## config.mk

```make
export PLATFORM = sky130hd
export DESIGN_NAME = control_mult_seq
export DESIGN_NICKNAME = d
export VERILOG_FILES = /design/src/rtl/control_mult_seq.sv
export SDC_FILE = /design/constraint.sdc
export NUM_CORES = 1
export LEC_CHECK = 0
export CAP_MARGIN = 20
export CORE_MARGIN = 3
export CORE_UTILIZATION = 54
export DETAILED_ROUTE_END_ITERATION = 6
export GPL_TIMING_DRIVEN = 0
export PLACE_DENSITY = 0.93
export SYNTH_ARGS = -nofsm -noshare
export SYNTH_HDL_FRONTEND = slang
export SYNTH_SLANG_ARGS = --single-unit
export TNS_END_PERCENT = 1
```

## constraint.sdc

```tcl
create_clock -name clk -period 2.4 [get_ports clk]
set_clock_uncertainty 0.15 [all_clocks]
set_input_delay 0.48 -clock clk [delete_from_list [all_inputs] [get_ports clk]]
set_output_delay 0.48 -clock clk [all_outputs]
set_load 0.005 [all_outputs]
```

## src/rtl/control_mult_seq.sv

```systemverilog
// -----------------------------------------------------------------------------
// control_mult_seq
//
// Control FSM for an iterative shift-and-add multiplier datapath. A rising
// edge on init loads the operands and clears the accumulator. For each of
// WIDTH iterations the FSM tests the multiplier LSB, optionally adds the
// multiplicand to the accumulator, and then shifts. When the iterations are
// finished, done is held high for DONE_CYCLES cycles and the FSM returns to
// idle.
//
// Optional feature: define CONTROL_MULT_EARLY_EXIT_EN to finish as soon as
// the multiplier register becomes zero. The zero flag is tested in CHECK and
// takes priority over lsb. When the macro is undefined, zero is ignored.
//
// Ports:
//   clk      in   processor clock, rising edge
//   rst      in   synchronous, active-high reset
//   init     in   start request (rising edge only)
//   lsb      in   bit 0 of the multiplier register
//   zero     in   multiplier register is all zeros (early-exit build only)
//   ld       out  load operand registers
//   clr_acc  out  clear accumulator
//   add      out  accumulator += multiplicand
//   sh       out  shift multiplicand left, multiplier right
//   busy     out  operation in progress
//   done     out  result valid
//   iter     out  number of shifts completed
// -----------------------------------------------------------------------------
module control_mult_seq #(
    parameter int WIDTH       = 16,
    parameter int DONE_CYCLES = 32
) (
    input  logic                         clk,
    input  logic                         rst,
    input  logic                         init,
    input  logic                         lsb,
    input  logic                         zero,
    output logic                         ld,
    output logic                         clr_acc,
    output logic                         add,
    output logic                         sh,
    output logic                         busy,
    output logic                         done,
    output logic [$clog2(WIDTH+1)-1:0]   iter
);

    localparam int IW = $clog2(WIDTH + 1);
    localparam int CW = $clog2(DONE_CYCLES + 1);
    localparam logic [IW-1:0] ITER_LAST = IW'(WIDTH - 1);
    localparam logic [CW-1:0] DONE_LAST = CW'(DONE_CYCLES - 1);

    typedef enum logic [2:0] {
        S_IDLE  = 3'd0,
        S_LOAD  = 3'd1,
        S_CHECK = 3'd2,
        S_ADD   = 3'd3,
        S_SHIFT = 3'd4,
        S_END   = 3'd5
    } state_t;

    state_t          state_q, state_d;
    logic [IW-1:0]   iter_q, iter_d;
    logic [CW-1:0]   done_cnt_q, done_cnt_d;
    logic            init_q;
    logic            start_s;

    // A start request is only the first cycle of init being high.
    assign start_s = init & ~init_q;

`ifndef CONTROL_MULT_EARLY_EXIT_EN
    // The zero flag has no role when the feature is disabled.
    logic zero_unused_s;
    assign zero_unused_s = zero;
`endif

    // State, iteration counter, done-hold counter and init edge register
    always_ff @(posedge clk) begin
        if (rst) begin
            state_q    <= S_IDLE;
            iter_q     <= '0;
            done_cnt_q <= '0;
            init_q     <= 1'b0;
        end else begin
            state_q    <= state_d;
            iter_q     <= iter_d;
            done_cnt_q <= done_cnt_d;
            init_q     <= init;
        end
    end

    // Next-state logic and counter updates
    always_comb begin
        state_d    = state_q;
        iter_d     = iter_q;
        done_cnt_d = done_cnt_q;
        case (state_q)
            S_IDLE: begin
                if (start_s) begin
                    state_d = S_LOAD;
                end else begin
                    state_d = S_IDLE;
                end
            end
            S_LOAD: begin
                iter_d  = '0;
                state_d = S_CHECK;
            end
            S_CHECK: begin
`ifdef CONTROL_MULT_EARLY_EXIT_EN
                // All remaining bits are zero, so further iterations add nothing.
                if (zero) begin
                    state_d = S_END;
                end else if (lsb) begin
                    state_d = S_ADD;
                end else begin
                    state_d = S_SHIFT;
                end
`else
                if (lsb) begin
                    state_d = S_ADD;
                end else begin
                    state_d = S_SHIFT;
                end
`endif
            end
            S_ADD: begin
                state_d = S_SHIFT;
            end
            S_SHIFT: begin
                iter_d = iter_q + IW'(1);
                // Compare before the increment so iter never exceeds WIDTH.
                if (iter_q == ITER_LAST) begin
                    state_d = S_END;
                end else begin
                    state_d = S_CHECK;
                end
            end
            S_END: begin
                if (done_cnt_q == DONE_LAST) begin
                    done_cnt_d = '0;
                    state_d    = S_IDLE;
                end else begin
                    done_cnt_d = done_cnt_q + CW'(1);
                    state_d    = S_END;
                end
            end
            default: begin
                done_cnt_d = '0;
                state_d    = S_IDLE;
            end
        endcase
    end

    // Moore output decode from the state register only
    always_comb begin
        ld      = 1'b0;
        clr_acc = 1'b0;
        add     = 1'b0;
        sh      = 1'b0;
        busy    = 1'b0;
        done    = 1'b0;
        case (state_q)
            S_LOAD: begin
                ld      = 1'b1;
                clr_acc = 1'b1;
                busy    = 1'b1;
            end
            S_CHECK: begin
                busy = 1'b1;
            end
            S_ADD: begin
                add  = 1'b1;
                busy = 1'b1;
            end
            S_SHIFT: begin
                sh   = 1'b1;
                busy = 1'b1;
            end
            S_END: begin
                done = 1'b1;
            end
            default: begin
                busy = 1'b0;
            end
        endcase
    end

    assign iter = iter_q;

endmodule

```

Word-level counts from Yosys, hierarchy flattened
Index checks and enable logic that the tools add are counted.
{ "word_totals": {"wordCells": 32, "output_inout_bits": 11, "ff_bits": 15, "in_bits": 5} }
{ "classes": {"muxes": 13, "reduce_logical": 4, "n_bitwise": 2, "n_eq_ne": 7, "add_sub_neg": 2} }
{ "ops": {"columns": ["operator", "n"], "rows": [
  ["3-bit case mux with 6 select lines", 1],
  ["6-bit case mux with 2 select lines", 1],
  ["5-bit case mux with 2 select lines", 1],
  ["3-bit two-way mux", 3],
  ["6-bit by 1-bit adder with 6-bit output, second input constant", 1],
  ["3-bit by 2-bit == test with 1-bit output, second input constant", 2],
  ["3-bit == test, second input constant", 2],
  ["6-bit by 5-bit == test with 1-bit output, second input constant", 1],
  ["1-bit two-way mux", 6],
  ["6-bit two-way mux", 1],
  ["5-bit by 1-bit adder with 5-bit output, second input constant", 1],
  ["5-bit by 4-bit == test with 1-bit output, second input constant", 1],
  ["5-bit OR reduction", 1],
  ["4-bit OR reduction", 1],
  ["3-bit by 1-bit == test with 1-bit output, second input constant", 1],
  ["3-bit zero test", 1],
  ["2-bit nonzero test", 1],
  ["1-bit bitwise AND", 1],
  ["1-bit NOT", 1]
]} }

Longest topological paths before layout
{ "logic_depth": {"word_depth": 4, "ltp_mapped": 6, "mapped_depth_nobuf": 6} }

Least setup slack after synthesis
OpenSTA, ideal clock, no wires.
{ "synth_path": {"path_type": "reg-to-reg", "startpoint": "register iter_q[0] (netlist: iter[0])", "endpoint": "register state_q[2]", "slack_ns": 0.828, "n_path_buf": 0, "setup_ns": 0.070, "t_arrival_ns": 1.352, "period_less_slack_ns": 1.572, "required_ns": 2.180, "stages_incl_launch_ff": 7, "path_cell_list": "dfxtp_1 > ha_1 > and3_1 > ha_1 > nor2_1 > a311o_1 > a21oi_1"} }
{ "synth_via": {"elab_chain_len": 3} }
{ "synth_rtl": {"columns": ["element", "line", "source"], "rows": [
  ["start: declaration", "62", "logic [IW-1:0] iter_q, iter_d;"],
  ["start signal: assignment", "85", "iter_q <= iter_d;"],
  ["5-bit by 4-bit == test with 1-bit output", "132", "if (iter_q == ITER_LAST) begin"],
  ["3-bit two-way mux", "132", null],
  ["3-bit case mux with 6 select lines", "96", "case (state_q)"],
  ["end signal: assignment", "84", "state_q <= state_d;"],
  ["end: declaration", "61", "state_t state_q, state_d;"]
]} }
No other way between the ends.
A chain may end at the register's enable or synchronous reset.

Worst setup path after layout
{ "layout_path": {"startpoint": "register state_q[2]", "endpoint": "output done"} }
{ "layout_via": {"elab_chain_len": 2} }
{ "layout_rtl": {"columns": ["element", "line", "source"], "rows": [
  ["3-bit == test", "162", "case (state_q)"],
  ["1-bit two-way mux", "162", null],
  ["end: declaration", "43", "output logic done,"]
]} }
No other way between the ends.

==> impl_metrics.json <==
{
  "syn_inst": 109,
  "dp_hpwl_mm": 1.48,
  "dpl_worst_slack_ps": 278,
  "dieArea_mm2": 0.00219,
  "route.detailed.drc": 0,
  "finalSetupViolCount": 0,
  "routed_via_density": 5.97,
  "power_density_mw_per_mm2": 453,
  "end_kind": "output port",
  "final_nets": 136,
  "wl_per_cell_um": 14.1,
  "vdd_ir_drop_max_mv": 0.253,
  "p_int_w": 0.000366,
  "grt_setup_unrepaired": "true",
  "maxUsedRoutingLayer": "met4",
  "total_power_w": 0.000500,
  "clock_latency_ps": 280,
  "drtIter0Drc": 16,
  "grt_usage_pct": 21.0,
  "cts.sinks": 15,
  "p_clk_share_pct": 29.5,
  "status": "finished, final reports clean",
  "max_freq_mhz": 429,
  "ys_seq_area_share_pct": 33.4,
  "r2r_start": "iter[0]$_SDFFE_PP0P_",
  "syn_nets": 117,
  "p_leak_nw": 0.455,
  "place_congestion": 0.851,
  "syn-cell-area_um2": 898,
  "clk_pin_slew_worst_paths_ps": 90,
  "clk_path_buf_depth": 2,
  "routed_wl_mm": 2.01,
  "seqPwrFrac_pct": 51.5,
  "final_cells": 143,
  "synth_edf_count": 0,
  "power_frac_comb_pct": 18.9,
  "synth_seq_cells": 15,
  "synth_mux_area_share_pct": 2.37,
  "wl_met3_um": 71,
  "cts_made_buffers": 3,
  "cp_max_fo": 10,
  "grt_overflow": 0,
  "final-hold-violation-count": 0,
  "slew-limit-headroom_pct": 68.9,
  "antenna_found_initial": 0,
  "maxCapViolCount": 0,
  "arrival_ps": 1700,
  "postSynthAreaPerCell_um2": 8.24,
  "cp-startpoint": "state_q[2]$_SDFF_PP0_",
  "port_buffers": 14,
  "post_cts_buffers": 0,
  "coreArea_mm2": 0.00154,
  "hold_buffers": 0,
  "first_global_vias": 807,
  "synth_compound_area_share_pct": 24.5,
  "syn_to_final_growth_pct": 22.8,
  "synth_top_family_by_area": "simple AND/OR/NAND/NOR gates",
  "ys_warn_count": 0,
  "fin_crit_sh_pct": 97.1,
  "power_switching_w": 0.000134,
  "vias": 853,
  "synth_xor_area_share_pct": 0,
  "dpl.cell_count": 139,
  "ios": 16,
  "hold_slack_ps": 337,
  "required_ps": 1770,
  "synth_ff_type": "dfxtp_1",
  "synthSimpleGateAreaFrac_pct": 27.4,
  "htreeDepth": 1,
  "dr.pass1.iters": 4,
  "row_count": 14,
  "wl_met1_um": 883,
  "async_reset_ff_share_pct": 0,
  "grt_start_max_net_pins": 11,
  "cp-start-kind": "flip-flop",
  "synth_adder_area_share_pct": 4.18,
  "min_period_ps": 2330,
  "start_util_pct": 58.3,
  "die_y_um": 46.8,
  "cts-root-buf": "clkbuf_4",
  "ant_nets": 0,
  "tightest_slew_ps": 467,
  "hp-class": "reg -> reg",
  "fill_cells": 115,
  "grt_first_pass_wirelength_mm": 3.32,
  "ys_types": 36,
  "swShare_pct": 26.8,
  "cts-resized-gates": 1,
  "criticalPathCategory": "reg -> out",
  "drive_above_1_share_pct": 12.6,
  "die-width_um": 46.8,
  "antenna_cells": 0,
  "drv_slew": 0,
  "setup_ws_ps": 70.3,
  "cts_tree": "done",
  "timing.hold.worst.start": "iter[4]$_SDFFE_PP0P_",
  "met2_length_um": 982
}
## logic make-up after synthesis
kind of cell / after synthesis
mux: 2
simple gates: 41
compound gates: 34
fa+ha+maj: 3
buf+inv: 14
flops: 15
## worst max-delay path, cell delays in order (launching register included)
cell             delay [ps]
dfxtp_1                 370
buf_4                   180
nor2b_1                 220
and2_1                  150
clkdlybuf4s50_1         490
## through the flow
stage                     TNS (ps)  instance area [um2]  utilization, %
after CTS                        0                 1090            70.5
final                            0                 1100            71.6
after detailed placement         0                 1060            68.7
after floorplan                  0                  898               -
after global routing         -68.3                 1100            71.6
after global placement           0                 1060            68.7
## registers in the layout (all words and copies together) (netlist names)
signal	cells
done_cnt_q	6
iter	5
state_q	3
init_q	1
## area by class of cell
class	instances	area, um2	share of cell area, %
Buffer	10	63.8	5.78
Clock buffer	4	26.3	2.38
Inverter	4	15.0	1.36
Multi-Input combinational cell	80	536	48.5
Sequential cell	15	300	27.2
Tap cell	16	20.0	1.81
Timing Repair Buffer	14	143	12.9
## cells in the mapped netlist, types with 2 or more instances
library cell  instances  area share, %
and2_1                3            2.1
a211o_1               2            2.0
nand2_1               5            2.1
nand2b_1              2            1.4
nand4_1               3            2.1
nand3b_1              3            2.5
a21o_1                4            3.3
ha_1                  3            4.2
and3_1                2            1.4
clkbuf_1              2           0.84
nor2_1                5            2.1
nor3_1                3            1.7
buf_4                 4            3.3
dfxtp_1              15             33
buf_2                 4            2.2
o21bai_1              3            2.5
nor3b_1               3            2.5
inv_1                 4            1.7
nor2b_1               7            4.9
o21ai_1               5            2.8
a21oi_1              12            6.7
## cell usage in the layout, fill, tap and decap left out, types with 2 or more instances in the layout
cell type	count
inv_1	4
a211o_1	2
nand2b_1	2
clkdlybuf4s50_1	13
nand4_1	3
and3_1	2
and2_1	3
nor3_1	2
ha_1	3
buf_4	5
o21bai_1	3
nor3b_1	3
a21oi_1	12
o21ai_1	5
nand3b_1	3
clkbuf_1	2
clkbuf_4	4
nand2_1	5
nor2_1	5
nor2b_2	2
a21o_1	4
nor2b_1	5
dfxtp_1	15
buf_2	2
## power groups by stage
stage,combinational [W],clock (W),sequential [W]
after floorplan,0.0000566,0,0.000262
after global placement,0.0000882,0,0.000263
after detailed placement,0.0000896,0,0.000263
after CTS,0.0000905,0.000148,0.000257
after global routing,0.000105,0.000158,0.000258
final,0.0000946,0.000148,0.000258
## path summary, 6_finish.rpt
kind / slack (ps) / cells past startpoint / to
setup reg to reg: 650 / 6 / state_q[1]$_SDFF_PP0_
hold / removal: 340 / 2 / iter[4]$_SDFFE_PP0P_
setup / recovery: 70 / 4 / done
hold reg to reg: 340 / 2 / iter[4]$_SDFFE_PP0P_
## routing by layer
metal / vias to the layer above / track usage [%]
li1: 426 / -
met1: 397 / 24.9
met2: 21 / 35.2
met3: 9 / 3.83
met4: 0 / 12.2
met5: - / 0
No activity file was read; power rests on OpenSTA's default activity.
